## config.mk

```make
export PLATFORM = sky130hd
export DESIGN_NAME = hazard_ctrl_flat
export DESIGN_NICKNAME = d
export VERILOG_FILES = /design/src/rtl/hazard_ctrl_if.sv /design/src/rtl/hazard_ctrl.sv /design/src/flat_wrapper.sv
export SDC_FILE = /design/constraint.sdc
export NUM_CORES = 1
export LEC_CHECK = 0
export ABC_AREA = 0
export BUFFER_PORTS_ARGS = -buffer_cell sky130_fd_sc_hd__buf_2
export CAP_MARGIN = 20
export CELL_PAD_IN_SITES_DETAIL_PLACEMENT = 1
export CELL_PAD_IN_SITES_GLOBAL_PLACEMENT = 2
export CORE_MARGIN = 2
export CORE_UTILIZATION = 25
export CTS_BUF_LIST = sky130_fd_sc_hd__clkbuf_4
export CTS_CLUSTER_DIAMETER = 150
export DETAILED_ROUTE_END_ITERATION = 8
export HOLD_SLACK_MARGIN = 0.03
export PLACE_DENSITY = 0.76
export SLEW_MARGIN = 20
export SYNTH_ARGS = -nofsm -noshare
export SYNTH_HDL_FRONTEND = slang
export SYNTH_SLANG_ARGS = --single-unit
```

## constraint.sdc

```tcl
create_clock -name clk_HC -period 2.1 [get_ports clk_HC]
set_input_delay 0.21 -clock clk_HC [delete_from_list [all_inputs] [get_ports clk_HC]]
set_output_delay 0.21 -clock clk_HC [all_outputs]
set_load 0.05 [all_outputs]
```

## src/rtl/hazard_ctrl_if.sv

```systemverilog
// Port bundle between the pipeline datapath and hazard_ctrl.
interface hazard_ctrl_if #(
  parameter int CNT_W = 16
);
  logic [4:0]       rs_ID, rt_ID;
  logic             usesRs_ID, usesRt_ID;
  logic [4:0]       rs_EX, rt_EX;
  logic [4:0]       rd_EX, rd_MEM, rd_WB;
  logic             RegWrite_EX, RegWrite_MEM, RegWrite_WB;
  logic             MemRead_EX, MemReq_MEM, mem_ready, branchTaken_EX;
  logic             pc_en;
  logic             en_IFID, en_IDEX, en_EXMEM, en_MEMWB;
  logic             flush_IFID, flush_IDEX, flush_EXMEM, flush_MEMWB;
  logic [1:0]       fwdA, fwdB;
  logic             mem_err;
  logic [CNT_W-1:0] stall_cnt;

  modport master (
    output rs_ID, rt_ID, usesRs_ID, usesRt_ID, rs_EX, rt_EX,
           rd_EX, rd_MEM, rd_WB, RegWrite_EX, RegWrite_MEM, RegWrite_WB,
           MemRead_EX, MemReq_MEM, mem_ready, branchTaken_EX,
    input  pc_en, en_IFID, en_IDEX, en_EXMEM, en_MEMWB,
           flush_IFID, flush_IDEX, flush_EXMEM, flush_MEMWB,
           fwdA, fwdB, mem_err, stall_cnt
  );

  modport slave (
    input  rs_ID, rt_ID, usesRs_ID, usesRt_ID, rs_EX, rt_EX,
           rd_EX, rd_MEM, rd_WB, RegWrite_EX, RegWrite_MEM, RegWrite_WB,
           MemRead_EX, MemReq_MEM, mem_ready, branchTaken_EX,
    output pc_en, en_IFID, en_IDEX, en_EXMEM, en_MEMWB,
           flush_IFID, flush_IDEX, flush_EXMEM, flush_MEMWB,
           fwdA, fwdB, mem_err, stall_cnt
  );
endinterface

```

## src/rtl/hazard_ctrl.sv

```systemverilog
// Pipeline sequencer for the 5-stage MIPS core: init flush, hazard stalls,
// memory-wait freeze, branch squash. Define HAZARD_CTRL_FWD_EN for forwarding.
module hazard_ctrl #(
  parameter int INIT_CYC    = 4,
  parameter int MEM_TIMEOUT = 16,
  parameter int CNT_W       = 16
) (
  input logic          clk_HC,
  input logic          rst_HC,
  hazard_ctrl_if.slave hc
);
  typedef enum logic [1:0] {INIT, RUN, MEMWAIT} state_t;

  state_t           state, state_nxt;
  logic [3:0]       init_cnt, init_nxt;
  logic [7:0]       wait_cnt, wait_nxt;
  logic             mem_err, err_nxt;
  logic [CNT_W-1:0] stall_cnt;
  logic             stall_inc, run_sel;
  logic             match_ex, match_mem, hazard;

  always_comb begin
    match_ex  = hc.RegWrite_EX && (hc.rd_EX != '0) &&
                ((hc.usesRs_ID && hc.rs_ID == hc.rd_EX) ||
                 (hc.usesRt_ID && hc.rt_ID == hc.rd_EX));
    match_mem = hc.RegWrite_MEM && (hc.rd_MEM != '0) &&
                ((hc.usesRs_ID && hc.rs_ID == hc.rd_MEM) ||
                 (hc.usesRt_ID && hc.rt_ID == hc.rd_MEM));
`ifdef HAZARD_CTRL_FWD_EN
    hazard = match_ex && hc.MemRead_EX;
    if (hc.RegWrite_MEM && hc.rd_MEM != '0 && hc.rd_MEM == hc.rs_EX)   hc.fwdA = 2'b10;
    else if (hc.RegWrite_WB && hc.rd_WB != '0 && hc.rd_WB == hc.rs_EX) hc.fwdA = 2'b01;
    else                                                               hc.fwdA = 2'b00;
    if (hc.RegWrite_MEM && hc.rd_MEM != '0 && hc.rd_MEM == hc.rt_EX)   hc.fwdB = 2'b10;
    else if (hc.RegWrite_WB && hc.rd_WB != '0 && hc.rd_WB == hc.rt_EX) hc.fwdB = 2'b01;
    else                                                               hc.fwdB = 2'b00;
    if (rst_HC || state == INIT) begin
      hc.fwdA = 2'b00;
      hc.fwdB = 2'b00;
    end
`else
    hazard  = match_ex || match_mem;
    hc.fwdA = 2'b00;
    hc.fwdB = 2'b00;
`endif
  end

  always_comb begin
    state_nxt      = state;
    init_nxt       = init_cnt;
    wait_nxt       = wait_cnt;
    err_nxt        = mem_err;
    stall_inc      = 1'b0;
    run_sel        = 1'b0;
    hc.pc_en       = 1'b1;
    hc.en_IFID     = 1'b1;
    hc.en_IDEX     = 1'b1;
    hc.en_EXMEM    = 1'b1;
    hc.en_MEMWB    = 1'b1;
    hc.flush_IFID  = 1'b0;
    hc.flush_IDEX  = 1'b0;
    hc.flush_EXMEM = 1'b0;
    hc.flush_MEMWB = 1'b0;

    case (state)
      RUN: begin
        if (hc.MemReq_MEM && !hc.mem_ready) begin
          state_nxt = MEMWAIT;
          wait_nxt  = 8'd1;
        end else begin
          run_sel = 1'b1;
        end
      end
      MEMWAIT: begin
        if (hc.mem_ready) begin
          run_sel   = 1'b1;
          state_nxt = RUN;
          wait_nxt  = '0;
        end else if (wait_cnt == 8'(MEM_TIMEOUT)) begin
          err_nxt   = 1'b1;
          state_nxt = RUN;
          wait_nxt  = '0;
        end else begin
          wait_nxt  = wait_cnt + 8'd1;
        end
      end
      default: begin
        init_nxt = init_cnt + 4'd1;
        if (init_cnt == 4'(INIT_CYC - 1)) begin
          state_nxt = RUN;
          init_nxt  = '0;
        end
      end
    endcase

    // Memory freeze covers the entry cycle and every unready wait cycle;
    // a ready cycle falls through to the normal RUN priority instead.
    if (state != INIT && !run_sel) begin
      hc.pc_en       = 1'b0;
      hc.en_IFID     = 1'b0;
      hc.en_IDEX     = 1'b0;
      hc.en_EXMEM    = 1'b0;
      hc.flush_MEMWB = 1'b1;
      stall_inc      = 1'b1;
    end else if (run_sel && hc.branchTaken_EX) begin
      hc.flush_IFID  = 1'b1;
      hc.flush_IDEX  = 1'b1;
    end else if (run_sel && hazard) begin
      hc.pc_en       = 1'b0;
      hc.en_IFID     = 1'b0;
      hc.flush_IDEX  = 1'b1;
      stall_inc      = 1'b1;
    end

    if (rst_HC || state == INIT) begin
      hc.pc_en       = 1'b0;
      hc.en_IFID     = 1'b1;
      hc.en_IDEX     = 1'b1;
      hc.en_EXMEM    = 1'b1;
      hc.en_MEMWB    = 1'b1;
      hc.flush_IFID  = 1'b1;
      hc.flush_IDEX  = 1'b1;
      hc.flush_EXMEM = 1'b1;
      hc.flush_MEMWB = 1'b1;
      stall_inc      = 1'b0;
    end
  end

  always_ff @(posedge clk_HC) begin
    if (rst_HC) begin
      state     <= INIT;
      init_cnt  <= '0;
      wait_cnt  <= '0;
      mem_err   <= 1'b0;
      stall_cnt <= '0;
    end else begin
      state    <= state_nxt;
      init_cnt <= init_nxt;
      wait_cnt <= wait_nxt;
      mem_err  <= err_nxt;
      if (stall_inc && stall_cnt != '1)
        stall_cnt <= stall_cnt + 1'b1;
    end
  end

  assign hc.mem_err   = mem_err;
  assign hc.stall_cnt = stall_cnt;
endmodule
```

## src/flat_wrapper.sv

```systemverilog
// flat-port wrapper written by rule: the top's interface ports become plain ports
module hazard_ctrl_flat 
#(
  parameter int INIT_CYC    = 4,
  parameter int MEM_TIMEOUT = 16,
  parameter int CNT_W       = 16
)
  (clk_HC, rst_HC, hc_rs_ID, hc_rt_ID, hc_usesRs_ID, hc_usesRt_ID, hc_rs_EX, hc_rt_EX, hc_rd_EX, hc_rd_MEM, hc_rd_WB, hc_RegWrite_EX, hc_RegWrite_MEM, hc_RegWrite_WB, hc_MemRead_EX, hc_MemReq_MEM, hc_mem_ready, hc_branchTaken_EX, hc_pc_en, hc_en_IFID, hc_en_IDEX, hc_en_EXMEM, hc_en_MEMWB, hc_flush_IFID, hc_flush_IDEX, hc_flush_EXMEM, hc_flush_MEMWB, hc_fwdA, hc_fwdB, hc_mem_err, hc_stall_cnt);
  hazard_ctrl_if #(.CNT_W(CNT_W)) hc_i ();
  input logic clk_HC;
  input logic rst_HC;
  input wire logic [$bits(hc_i.rs_ID)-1:0] hc_rs_ID;
  input wire logic [$bits(hc_i.rt_ID)-1:0] hc_rt_ID;
  input wire logic [$bits(hc_i.usesRs_ID)-1:0] hc_usesRs_ID;
  input wire logic [$bits(hc_i.usesRt_ID)-1:0] hc_usesRt_ID;
  input wire logic [$bits(hc_i.rs_EX)-1:0] hc_rs_EX;
  input wire logic [$bits(hc_i.rt_EX)-1:0] hc_rt_EX;
  input wire logic [$bits(hc_i.rd_EX)-1:0] hc_rd_EX;
  input wire logic [$bits(hc_i.rd_MEM)-1:0] hc_rd_MEM;
  input wire logic [$bits(hc_i.rd_WB)-1:0] hc_rd_WB;
  input wire logic [$bits(hc_i.RegWrite_EX)-1:0] hc_RegWrite_EX;
  input wire logic [$bits(hc_i.RegWrite_MEM)-1:0] hc_RegWrite_MEM;
  input wire logic [$bits(hc_i.RegWrite_WB)-1:0] hc_RegWrite_WB;
  input wire logic [$bits(hc_i.MemRead_EX)-1:0] hc_MemRead_EX;
  input wire logic [$bits(hc_i.MemReq_MEM)-1:0] hc_MemReq_MEM;
  input wire logic [$bits(hc_i.mem_ready)-1:0] hc_mem_ready;
  input wire logic [$bits(hc_i.branchTaken_EX)-1:0] hc_branchTaken_EX;
  output wire logic [$bits(hc_i.pc_en)-1:0] hc_pc_en;
  output wire logic [$bits(hc_i.en_IFID)-1:0] hc_en_IFID;
  output wire logic [$bits(hc_i.en_IDEX)-1:0] hc_en_IDEX;
  output wire logic [$bits(hc_i.en_EXMEM)-1:0] hc_en_EXMEM;
  output wire logic [$bits(hc_i.en_MEMWB)-1:0] hc_en_MEMWB;
  output wire logic [$bits(hc_i.flush_IFID)-1:0] hc_flush_IFID;
  output wire logic [$bits(hc_i.flush_IDEX)-1:0] hc_flush_IDEX;
  output wire logic [$bits(hc_i.flush_EXMEM)-1:0] hc_flush_EXMEM;
  output wire logic [$bits(hc_i.flush_MEMWB)-1:0] hc_flush_MEMWB;
  output wire logic [$bits(hc_i.fwdA)-1:0] hc_fwdA;
  output wire logic [$bits(hc_i.fwdB)-1:0] hc_fwdB;
  output wire logic [$bits(hc_i.mem_err)-1:0] hc_mem_err;
  output wire logic [$bits(hc_i.stall_cnt)-1:0] hc_stall_cnt;
  assign hc_i.rs_ID = hc_rs_ID;
  assign hc_i.rt_ID = hc_rt_ID;
  assign hc_i.usesRs_ID = hc_usesRs_ID;
  assign hc_i.usesRt_ID = hc_usesRt_ID;
  assign hc_i.rs_EX = hc_rs_EX;
  assign hc_i.rt_EX = hc_rt_EX;
  assign hc_i.rd_EX = hc_rd_EX;
  assign hc_i.rd_MEM = hc_rd_MEM;
  assign hc_i.rd_WB = hc_rd_WB;
  assign hc_i.RegWrite_EX = hc_RegWrite_EX;
  assign hc_i.RegWrite_MEM = hc_RegWrite_MEM;
  assign hc_i.RegWrite_WB = hc_RegWrite_WB;
  assign hc_i.MemRead_EX = hc_MemRead_EX;
  assign hc_i.MemReq_MEM = hc_MemReq_MEM;
  assign hc_i.mem_ready = hc_mem_ready;
  assign hc_i.branchTaken_EX = hc_branchTaken_EX;
  assign hc_pc_en = hc_i.pc_en;
  assign hc_en_IFID = hc_i.en_IFID;
  assign hc_en_IDEX = hc_i.en_IDEX;
  assign hc_en_EXMEM = hc_i.en_EXMEM;
  assign hc_en_MEMWB = hc_i.en_MEMWB;
  assign hc_flush_IFID = hc_i.flush_IFID;
  assign hc_flush_IDEX = hc_i.flush_IDEX;
  assign hc_flush_EXMEM = hc_i.flush_EXMEM;
  assign hc_flush_MEMWB = hc_i.flush_MEMWB;
  assign hc_fwdA = hc_i.fwdA;
  assign hc_fwdB = hc_i.fwdB;
  assign hc_mem_err = hc_i.mem_err;
  assign hc_stall_cnt = hc_i.stall_cnt;
  hazard_ctrl #(.INIT_CYC(INIT_CYC), .MEM_TIMEOUT(MEM_TIMEOUT), .CNT_W(CNT_W)) u_core (.clk_HC(clk_HC), .rst_HC(rst_HC), .hc(hc_i));
endmodule
```

* Word level (Yosys, flattened, before mapping) *
Index checks and enable logic that the tools add are counted.

storage, ports and cells
  output and inout port bits = 30
  input bits = 46
  word-level logic and storage cells = 82
  bits in registers = 31

cells by class
  bitwise operators = 1
  reduce and logical (&&, ||, !) cells = 29
  muxes and demuxes = 33
  add/subtract/negate cells = 3
  equal/unequal tests = 11

operators by type and width
  kind                   count
  $mux 8                 3
  $mux 1                 22
  $eq 5x5->1             4
  $add 16x1->16 const B  1
  $ne 16x16->1 const B   1
  $pmux 8 s2             1
  $logic_and 1x1->1      13
  $reduce_bool 5->1      2
  $add 8x1->8 const B    1
  $eq 8x5->1 const B     1
  $mux 2                 4
  $reduce_and 3->1       2
  $add 4x1->4 const B    1
  $eq 4x2->1 const B     1
  $logic_or 1x1->1       4
  $mux 4                 1
  $pmux 2 s2             1
  $reduce_bool 2->1      2
  $ne 3x2->1 const B     1
  $reduce_bool 3->1      1
  $eq 2x1->1 const B     1
  $eq 2x2->1 const B     1
  $logic_not 1->1        2
  $logic_not 2->1        1
  5 further kinds        5

* Longest topological paths before layout *
Gate-level depths: netlist of the first run.

  depth in word-level cells = 11
  mapped depth = 10
  depth with buffers taken out = 8

* Worst setup path before layout of the first run *
OpenSTA, ideal clock, no wires.

  path kind = register -> output
  start point = register u_core.state[1]
  end point = output hc_pc_en
  path buffers = 1
  data required time = 1.890 ns
  arrival time = 2.372 ns
  setup slack = -0.482 ns
  cell stages (with the launch flop) = 7
  cell sequence = dfxtp_1 > inv_1 > ha_1 > clkbuf_1 > a21boi_0 > nand2_1 > nor2_1

between the ends
  longest elaborated chain between the ends = 7
  elaborated cells between the ends (all ways) = 14
  classes of those cells = eq/ne (2); mux (5); reduce/logical (7)

ends and longest elaborated chain
  item                                             line                source
  start: declaration                               hazard_ctrl.sv:14   state_t state, state_nxt;
  start signal: assignment                         hazard_ctrl.sv:137  state <= state_nxt;
  $eq 2x2->1 / $eq 2x1->1 (equally long branches)  hazard_ctrl.sv:65   case (state)
  $pmux 1 s2                                       hazard_ctrl.sv:65
  $logic_and 1x1->1                                hazard_ctrl.sv:108  end else if (run_sel && hazard) begin
  $mux 1                                           hazard_ctrl.sv:108
  $mux 1                                           hazard_ctrl.sv:105  end else if (run_sel && hc.branchTaken_EX) begin
  $mux 1                                           hazard_ctrl.sv:98   if (state != INIT && !run_sel) begin
  $mux 1 *                                         hazard_ctrl.sv:115  if (rst_HC || state == INIT) begin
  end: declaration                                 flat_wrapper.sv:28  output wire logic [$bits(hc_i.pc_en)-1:0] hc_pc_en;

Mark *: on every way between the ends. The rest lies on a longest branch, timed or not.

* Worst setup path in the final report of the first run *
  start point = input hc_rd_MEM[2]
  end point = output hc_pc_en

between the ends
  longest elaborated chain between the ends = 10
  elaborated cells between the ends (all ways) = 14
  classes of those cells = eq/ne (2); mux (4); reduce/logical (8)

ends and longest elaborated chain
  item                                  line                                  source
  start: declaration                    flat_wrapper.sv:19                    input wire logic [$bits(hc_i.rd_MEM)-1:0] hc_rd_MEM;
  $eq 5x5->1 (on tied branches)         hazard_ctrl.sv:27, hazard_ctrl.sv:28
  $logic_and 1x1->1 (on tied branches)  hazard_ctrl.sv:27, hazard_ctrl.sv:28
  $logic_or 1x1->1                      hazard_ctrl.sv:27                     ((hc.usesRs_ID && hc.rs_ID == hc.rd_MEM) ||
  $logic_and 1x1->1 *                   hazard_ctrl.sv:26                     match_mem = hc.RegWrite_MEM && (hc.rd_MEM != '0) &&
  $logic_or 1x1->1 *                    hazard_ctrl.sv:42                     hazard = match_ex || match_mem;
  $logic_and 1x1->1 *                   hazard_ctrl.sv:108
  $mux 1 *                              hazard_ctrl.sv:108
  $mux 1 *                              hazard_ctrl.sv:105
  $mux 1 *                              hazard_ctrl.sv:98
  $mux 1 *                              hazard_ctrl.sv:115

Marks and branches as above.

==> results of run 1 <==
==> cells in the mapped netlist (3+ instances only) <==
cell type	n	share of area, %
clkbuf_1	6	1.1
nor2_1	22	4.2
nor4_1	5	1.6
nand4_1	6	1.9
ha_1	7	4.4
nor3_1	3	0.76
a21oi_1	15	3.8
nand3_1	10	2.5
xnor2_1	4	1.8
or2_2	3	0.95
o311ai_0	4	1.8
or3_1	6	1.9
inv_1	10	1.9
o21ai_0	10	2.5
xor2_1	23	10
buf_4	7	2.7
o31ai_1	5	1.9
dfxtp_1	31	32
nand2_1	17	3.2
or4_1	6	2.3
==> report_power, final <==
part / internal, uW / total, uW / switching (uW)
clock: 137 / 348 / 211
sequential: 647 / 702 / 55.2
combinational: 410 / 1090 / 684
total: 1190 / 2140 / 950
==> layout by cell type, fill, tap and decap left out, types with 3 or more instances in the layout <==
cell type and count:
a21oi_1 15, nand2_2 3, xnor2_1 4, inv_1 8, buf_4 27, xor2_1 23
nor4_2 4, nand2_1 14, o31ai_1 5, o311ai_0 4, dfxtp_1 25, dfxtp_2 5
nor3_1 3, nand3_1 9, or4_1 6, nor2_1 20, ha_1 5, or3_1 6
conb_1 5, o21ai_0 10, or2_2 3, buf_2 49, nand4_1 6, clkbuf_4 8
==> per-stage QoR <==
| step | setup slack, ns | hold WS (ns) | area (um2) |
|---|---|---|---|
| after floorplan | 0.001963 | 0.4324 | 1994 |
| after global placement | -0.1207 | 0.4642 | 2477 |
| after detailed placement | -0.2051 | 0.4646 | 2477 |
| after CTS | 0.01949 | 0.2446 | 2549 |
| after global routing | -0.01971 | 0.2796 | 2646 |
| final | 0.09950 | 0.2550 | 2646 |
==> registers in the layout, summed over array words and instances, names as in the netlist <==
name	count
u_core.hc.mem_err	1
u_core.hc.stall_cnt	16
u_core.init_cnt	4
u_core.state	2
u_core.wait_cnt	8
==> layout make-up <==
cell class | count | area (um2) | share of cell area, %
flip-flops and latches | 31 | 630.6 | 23.83
multi-input cells | 188 | 1313 | 49.60
clock buffers | 6 | 45.04 | 1.702
repair buffers | 80 | 485.5 | 18.35
well taps | 102 | 127.6 | 4.823
clock inverters | 2 | 7.507 | 0.2837
inverters | 10 | 37.54 | 1.418
==> routing by layer <==
metal  GRT usage, %  vias to the layer above  part of all wire (%)
met1          16.87                      956                    45
met3          2.766                        7                   3.1
met5              0                        -                     0
met2          25.73                       27                    51
met4          3.799                        0                  0.94
li1               -                     1012                     -
==> critical path: cells and delay by family <==
kind	cells	cell delay, ns
simple gates	3	0.56
xor+xnor	1	0.16
compound gates	2	0.36
buf+inv	3	0.50
==> what timing repair did <==
action	CTS	global route
endpoints found under the setup margin	4	14
cloned	0	0
resized for setup	7	19
endpoints found under the hold margin	0	0
setup buffers	0	2
pin swaps	0	2
==> cells by family (layout without fill, tap and decap cells) <==
group                    after synthesis  in the layout
adder cells (fa/ha/maj)                7              7
XOR/XNOR                              27             27
AND/OR/NAND/NOR                       96             96
other                                  2              5
buffers and inverters                 25             98
multiplexers                           3              3
flip-flops                            31             31
AO/OA/AOI/OAI                         50             50
==> path summary, 6_finish.rpt <==
check / end / cells after the start / slack [ns] / start
max: hc_pc_en / 9 / 0.1 / hc_rd_MEM[2]
min: u_core.hc.mem_err / 4 / 0.26 / hc_mem_ready
max reg2reg: u_core.hc.stall_cnt[8] / 7 / 0.11 / u_core.state[0]
min reg2reg: u_core.hc.mem_err / 2 / 0.49 / u_core.hc.mem_err
==> results.yml, run 1 <==
finish:
  fill_cells: 959
  antenna_cells: 0
  final_layout_size_suffix_gt1_share_pct: 35.96
  fin_util_pct: 34.42
  instances_no_fill: 419
  synthToLayoutAreaGrowth_pct: 34.46
  nets: 369
yosys:
  synthMuxAreaShare_pct: 1.653
  synth_top_family_by_area: "simple AND/OR/NAND/NOR gates"
  synth_xor_area_share_pct: 12.02
  synth.avg_cell_area_um2: 8.167
  synth_edf_count: 0
  netlist_area_mm2: 0.001968
  synth_compound_area_share_pct: 16.47
  synthAdderAreaFrac_pct: 4.450
  ys_seq_area_share_pct: 31.53
  ys.flop_type: "dfxtp_1"
  ys_async_sr_fraction_pct: 0
  ys_types: 47
  ys.warnings.count: 0
  netlist_instances: 241
  synth-simple-area-share_pct: 26.64
  synth_seq_cells: 31
floorplanning:
  die_h_um: 92.73
  pin_count: 76
  core_mm2: 0.007687
  start_util_pct: 25.60
  rows: 32
  die_area_mm2: 0.008598
  die_w_um: 92.73
timing:
  drv_slew: 0
  rsz0062_at_grt: "true"
  max_freq_mhz: 499.9
  finalHoldViolCount: 0
  fin_crit_sh_pct: 95.26
  fin_crit_ns: 2.001
  setup_tns_ns: 0
  skew_ns: 0.008748
  setup_violations: 0
grt:
  antenna_found_initial: 0
  grt_max_degree: 26
  grt_pass1_vias: 2081
  grt_pass1_wl_mm: 9.777
  grt_remaining_overflow: 0
  grt_usage_pct: 14.13
job:
  maxCapViolCount: 0
power_and_ir_drop:
  ir_drop_mv: 0.4303
  total_power_uw: 2144
  p_per_area_mw_per_mm2: 810.2
  power_leakage_uw: 0.001055
detailed_routing:
  via_count: 2002
  avgViaCountPerCell: 4.778
  wire_per_inst_um: 13.89
  routed_wl_mm: 5.821
  drtAntennaViolNets: 0
  first_pass_iters: 4
  drcViolationCount: 0
  drt_iter0_drc: 65
placement:
  dpl.cell_count: 409
  port_buffers: 53
  place_hpwl_mm: 4.568
  gp_congestion: 0.8157
clock_tree:
  numCtsBuffers: 5
  h-tree-depth: 2
  cts_tree: "yes"
  clock_tree.root_cell: "clkbuf_4"
  postCtsHoldBufs: 0
  clockBufferDepth: 2
  clk_pin_slew_ns: 0.10
  clock-sinks: 31
  clock_latency_ns: 0.33
worst_setup_path:
  arrival_ns: 1.79
  worstSetupPathType: "primary input to primary output"
  cp_cell_sequence: "buf_2, xor2_1, nor4_2, a32oi_1, buf_4, o22a_1, nor2_1, nor2_4, clkbuf_4"
  path_max_fanout: 3
  cp-end-kind: "primary output"
  start_kind: "primary input"
  required_ns: 1.89
  slowest_stage: "nor4_2"
  crit_path_max_incr_delay_ns: 0.33
hold_path:
  hold_class: "primary input to flip-flop"
status:
  status: "finished, final reports clean"
Note: power is estimated with default switching activity, not from simulation.
==> run 2, diff against run 1 <==
==> constraint.sdc (replaced) <==
create_clock -name clk_HC -period 2.1 [get_ports clk_HC]
set_input_delay 0.105 -clock clk_HC [delete_from_list [all_inputs] [get_ports clk_HC]]
set_output_delay 0.105 -clock clk_HC [all_outputs]
set_load 0.05 [all_outputs]
==> results.yml, run 2 (same netlist as run 1, synthesis figures left out) <==
finish:
  layout_commonest_cell: "buf_2"
  reg_top3: "u_core.hc.stall_cnt x16, u_core.wait_cnt x8, u_core.init_cnt x4"
  synthToLayoutAreaGrowth_pct: 28.04
  layout_common_cells: "50 x buf_2, 27 x dfxtp_1, 23 x xor2_1"
  regMostFlops: "u_core.hc.stall_cnt"
  largest_reg_flops: 16
  design_area_mm2: 0.002520
  fin_util_pct: 32.78
  fill_cells: 969
  final_layout_size_suffix_gt1_share_pct: 30.84
  antenna_cells: 0
  nets: 361
grt:
  grtUsageMet3_pct: 2.929
  grt_max_degree: 26
  grt_usage_pct: 13.25
  grt_use_met2_pct: 23.30
  grt_remaining_overflow: 0
  grt_pass1_wl_mm: 9.266
  antenna_found_initial: 0
  grt_pass1_vias: 1974
  grt.busiest_layer: "met2"
  grtUsageMet1_pct: 16.30
power_and_ir_drop:
  ir_drop_mv: 0.5212
  power_leakage_uw: 0.001008
  p_per_area_mw_per_mm2: 806.7
detailed_routing:
  via_count: 1980
  drcViolationCount: 0
  drt_iter0_drc: 49
  first_pass_iters: 4
  avgViaCountPerCell: 4.829
  wire_per_inst_um: 13.61
  routed_wl_mm: 5.581
  drtAntennaViolNets: 0
worst_setup_path:
  cp_cell_sequence: "inv_1, ha_1, nand2_1, a21boi_4, o221a_4, nor4_1, mux2_2"
  cp-startpoint: "u_core.state[1]"
  slowest_stage: "nor4_1"
  required_ns: 2.32
  crit_path_max_incr_delay_ns: 0.41
  reg2regPathDepth: 7
  worstSetupPathType: "flip-flop to flip-flop"
  start_kind: "flip-flop"
  endpoint: "u_core.hc.stall_cnt[5]"
  reg2reg_to: "u_core.hc.stall_cnt[5]"
  r2r-start: "u_core.state[1]"
  path_max_fanout: 5
  arrival_ns: 2.18
  reg2reg_slack_ns: 0.14
  cp-end-kind: "flip-flop"
timing:
  skew_ns: 0.01568
  finalHoldViolCount: 0
  fin_crit_ns: 1.958
  setup_ws_ns: 0.1421
  fin_crit_sh_pct: 93.24
  setup_violations: 0
  max_freq_mhz: 510.7
  drv_slew: 0
placement:
  port_buffers: 53
  gp_congestion: 0.8724
  place_hpwl_mm: 4.430
  dp_slack_ns: -0.08828
  dpl-instance-area_mm2: 0.002422
clock_tree:
  h-tree-depth: 2
  clk_pin_slew_ns: 0.10
  clock_tree.root_cell: "clkbuf_4"
  numCtsBuffers: 5
  cts_tree: "yes"
  clock_latency_ns: 0.33
  postCtsHoldBufs: 0
  clock-sinks: 31
  clockBufferDepth: 2
floorplanning:
  start_util_pct: 25.60
  die_w_um: 92.73
  die_area_mm2: 0.008598
  core_mm2: 0.007687
  rows: 32
  die_h_um: 92.73
  pin_count: 76
status:
  status: "finished, final reports clean"
hold_path:
  hold_class: "primary input to flip-flop"
job:
  maxCapViolCount: 0
run 2: layout make-up:
class,count,area (um2),share of cell area (%)
clock buffer,5,37.54,1.490
tap,102,127.6,5.065
sequential,31,625.6,24.83
multi-input combinational,188,1267,50.30
inverter,10,37.54,1.490
timing repair buffer,72,415.4,16.48
clock inverter,2,8.758,0.3476
run 2: layer usage:
layer | share of wire (%) | vias up | wire [um]
met2 | 49 | 32 | 2710
li1 | - | 991 | -
met1 | 46 | 948 | 2590
met5 | 0 | - | 0
met3 | 3.4 | 9 | 190
met4 | 1.6 | 0 | 89
run 2: through the flow:
step	hold WS, ns	total power [uW]	setup TNS (ns)	cells
after floorplan	0.3274	1372	0	244
after global placement	0.4693	1659	-0.07901	402
after detailed placement	0.4772	1677	-0.3201	402
after CTS	0.1509	2029	0	409
after global routing	0.2006	2197	-0.02328	410
final	0.1611	2033	0	410
run 2: worst min path at each step:
stage / from / end / cells past startpoint / slack [ns]
after floorplan: hc_mem_ready / u_core.hc.mem_err / 3 / 0.33
after global placement: u_core.hc.mem_err / u_core.hc.mem_err / 2 / 0.47
after detailed placement: u_core.hc.mem_err / u_core.hc.mem_err / 2 / 0.48
after CTS: hc_mem_ready / u_core.wait_cnt[0] / 4 / 0.15
after global routing: hc_mem_ready / u_core.hc.mem_err / 4 / 0.20
final: hc_mem_ready / u_core.wait_cnt[0] / 4 / 0.16
run 2: what timing repair did:
item,4_1_cts,5_1_grt
endpoints found under the setup margin,3,12
endpoints found under the hold margin,0,0
gates resized for setup,3,7
setup buffers,0,1
run 2: report_power, final:
group	total (uW)	internal [uW]	switching (uW)
combinational	1020	367	654
sequential	684	641	43.1
clock	328	119	209
run 2: critical path: cells and delay by family, from the launching register on:
kind	cells	cell delay, ns
AND/OR/NAND/NOR	2	0.57
multiplexers	1	0.38
flip-flops	1	0.37
AO/OA/AOI/OAI	2	0.24
adder cells (fa/ha/maj)	1	0.24
buffers and inverters	1	0.07
==> run 3, diff against run 2 <==
--- a/config.mk
+++ b/config.mk
@@ -10,6 +10,7 @@
 export CAP_MARGIN = 20
 export CELL_PAD_IN_SITES_DETAIL_PLACEMENT = 1
 export CELL_PAD_IN_SITES_GLOBAL_PLACEMENT = 2
+export CORE_ASPECT_RATIO = 0.5
 export CORE_MARGIN = 2
 export CORE_UTILIZATION = 25
 export CTS_BUF_LIST = sky130_fd_sc_hd__clkbuf_4
==> results.yml, run 3 (same netlist as run 1, synthesis figures left out) <==
status:
  status: "finished, final reports clean"
clock_tree:
  clk_pin_slew_ns: 0.12
  cts_tree: "yes"
  clock_latency_ns: 0.35
  numCtsBuffers: 5
  clock-sinks: 31
  clock_tree.root_cell: "clkbuf_4"
  h-tree-depth: 2
  cts_setup_buffers: 0
  clockBufferDepth: 2
  postCtsHoldBufs: 0
power_and_ir_drop:
  power_leakage_uw: 0.001009
  power_frac_clock_pct: 22.9
  p_per_area_mw_per_mm2: 850.5
  ir_drop_mv: 0.3027
  p_sw_uw: 919.0
  internal_power_uw: 1240
  power_frac_comb_pct: 45.4
  swShare_pct: 42.57
  seqPwrFrac_pct: 31.7
worst_setup_path:
  worstSetupPathType: "flip-flop to flip-flop"
  critPathTopFamily: "multiplexers"
  arrival_ns: 2.24
  path_buf_inv: 2
  path_max_fanout: 12
  slowest_stage: "mux2_2"
  cp-end-kind: "flip-flop"
  required_ns: 2.35
  crit_path_max_incr_delay_ns: 0.37
  cp_cell_sequence: "inv_1, ha_1, a21boi_2, o221a_1, buf_4, nor4_1, mux2_2"
  start_kind: "flip-flop"
timing:
  drv_slew: 0
  setup_tns_ns: 0
  tightestPinTransition_ns: 0.4988
  finalHoldViolCount: 0
  whs_ns: 0.1140
  max_freq_mhz: 502.2
  relSlewSlack_pct: 66.44
  skew_ns: 0.008785
  setup_violations: 0
  fin_crit_sh_pct: 94.82
  rsz0062_at_grt: "true"
  fin_crit_ns: 1.991
  setup_ws_ns: 0.1088
finish:
  antenna_cells: 0
  layout_common_cells: "50 x buf_2, 27 x dfxtp_1, 23 x xor2_1"
  multi_input_area_mm2: 0.001255
  final_layout_size_suffix_gt1_share_pct: 31.92
  synthToLayoutAreaGrowth_pct: 28.99
  layout_commonest_cell: "buf_2"
  fin_util_pct: 33.91
  design_area_mm2: 0.002539
  regArea_um2: 625.6
  reg_top3: "u_core.hc.stall_cnt x16, u_core.wait_cnt x8, u_core.init_cnt x4"
  fill_cells: 935
  largest_reg_flops: 16
  nets: 359
  regMostFlops: "u_core.hc.stall_cnt"
floorplanning:
  core_mm2: 0.007487
  die_area_mm2: 0.008642
  pin_count: 76
  die_w_um: 129.5
  rows: 22
  die_h_um: 66.74
  start_util_pct: 26.29
placement:
  gp_congestion: 0.8037
  port_buffers: 53
  dpl-instance-area_mm2: 0.002422
  place_hpwl_mm: 4.360
  dp_slack_ns: -0.1441
detailed_routing:
  routed_wl_mm: 5.497
  first_pass_iters: 4
  avgViaCountPerCell: 4.745
  wire_per_inst_um: 13.25
  drt_iter0_drc: 98
  drtAntennaViolNets: 0
  via_count: 1969
  drcViolationCount: 0
grt:
  grt_remaining_overflow: 0
  grt_pass1_vias: 1941
  grt_max_degree: 26
  grt_pass1_wl_mm: 9.039
  antenna_found_initial: 0
  grt_usage_pct: 13.33
hold_path:
  hold_class: "primary input to flip-flop"
job:
  maxCapViolCount: 0
## run 3: cell count changes in the layout (fill, tap and decap cells not counted), sizes merged
cell,delta
buf,-1
clkbuf,-1
bufinv,+1
## run 3: area by class of cell
| cell class | instances | share of cell area, % |
|---|---|---|
| timing repair buffer | 70 | 15.92 |
| clock buffer | 5 | 1.479 |
| sequential | 31 | 24.64 |
| clock inverter | 3 | 1.725 |
| tap | 108 | 5.323 |
| inverter | 10 | 1.479 |
| multi-input combinational | 188 | 49.43 |
## run 3: stage by stage
stage                     instances  power, uW
after global placement          407       1624
after CTS                       415       2169
final                           415       2159
after detailed placement        407       1656
after floorplan                 244       1372
after global routing            415       2312
## run 3: worst min-delay path, cell delays in order
cell,delay [ns]
buf_2,0.12
inv_1,0.07
a31oi_1,0.08
nor2_1,0.07
## run 3: power groups by stage
stage          Sequential (uW)  Clock [uW]  Combinational [uW]
5_1_grt                    695         540                1080
3_5_place_dp               699           0                 957
4_1_cts                    685         513                 971
6_report                   685         495                 979
2_1_floorplan              712           0                 660
3_3_place_gp               695           0                 929
## run 3: final timing paths
check                         start                endpoint  slack [ns]  depth (start not counted)
setup / recovery    u_core.state[0]  u_core.hc.stall_cnt[5]        0.11                          7
hold / removal         hc_mem_ready       u_core.hc.mem_err        0.11                          4
setup reg to reg    u_core.state[0]  u_core.hc.stall_cnt[5]        0.11                          7
hold reg to reg   u_core.hc.mem_err       u_core.hc.mem_err        0.49                          2
## run 3: what timing repair did
item / CTS / global route
endpoints found under the setup margin: 2 / 11
pin swaps: 0 / 1
resized for setup: 3 / 10
endpoints found under the hold margin: 0 / 0
## run 3: routing by layer
| metal | global-route usage, % | wire length [um] | up-vias |
|---|---|---|---|
| met1 | 16.11 | 2697 | 947 |
| met5 | 0 | 0 | - |
| met3 | 2.972 | 157 | 8 |
| li1 | - | - | 994 |
| met4 | 4.839 | 74 | 0 |
| met2 | 23.49 | 2569 | 20 |
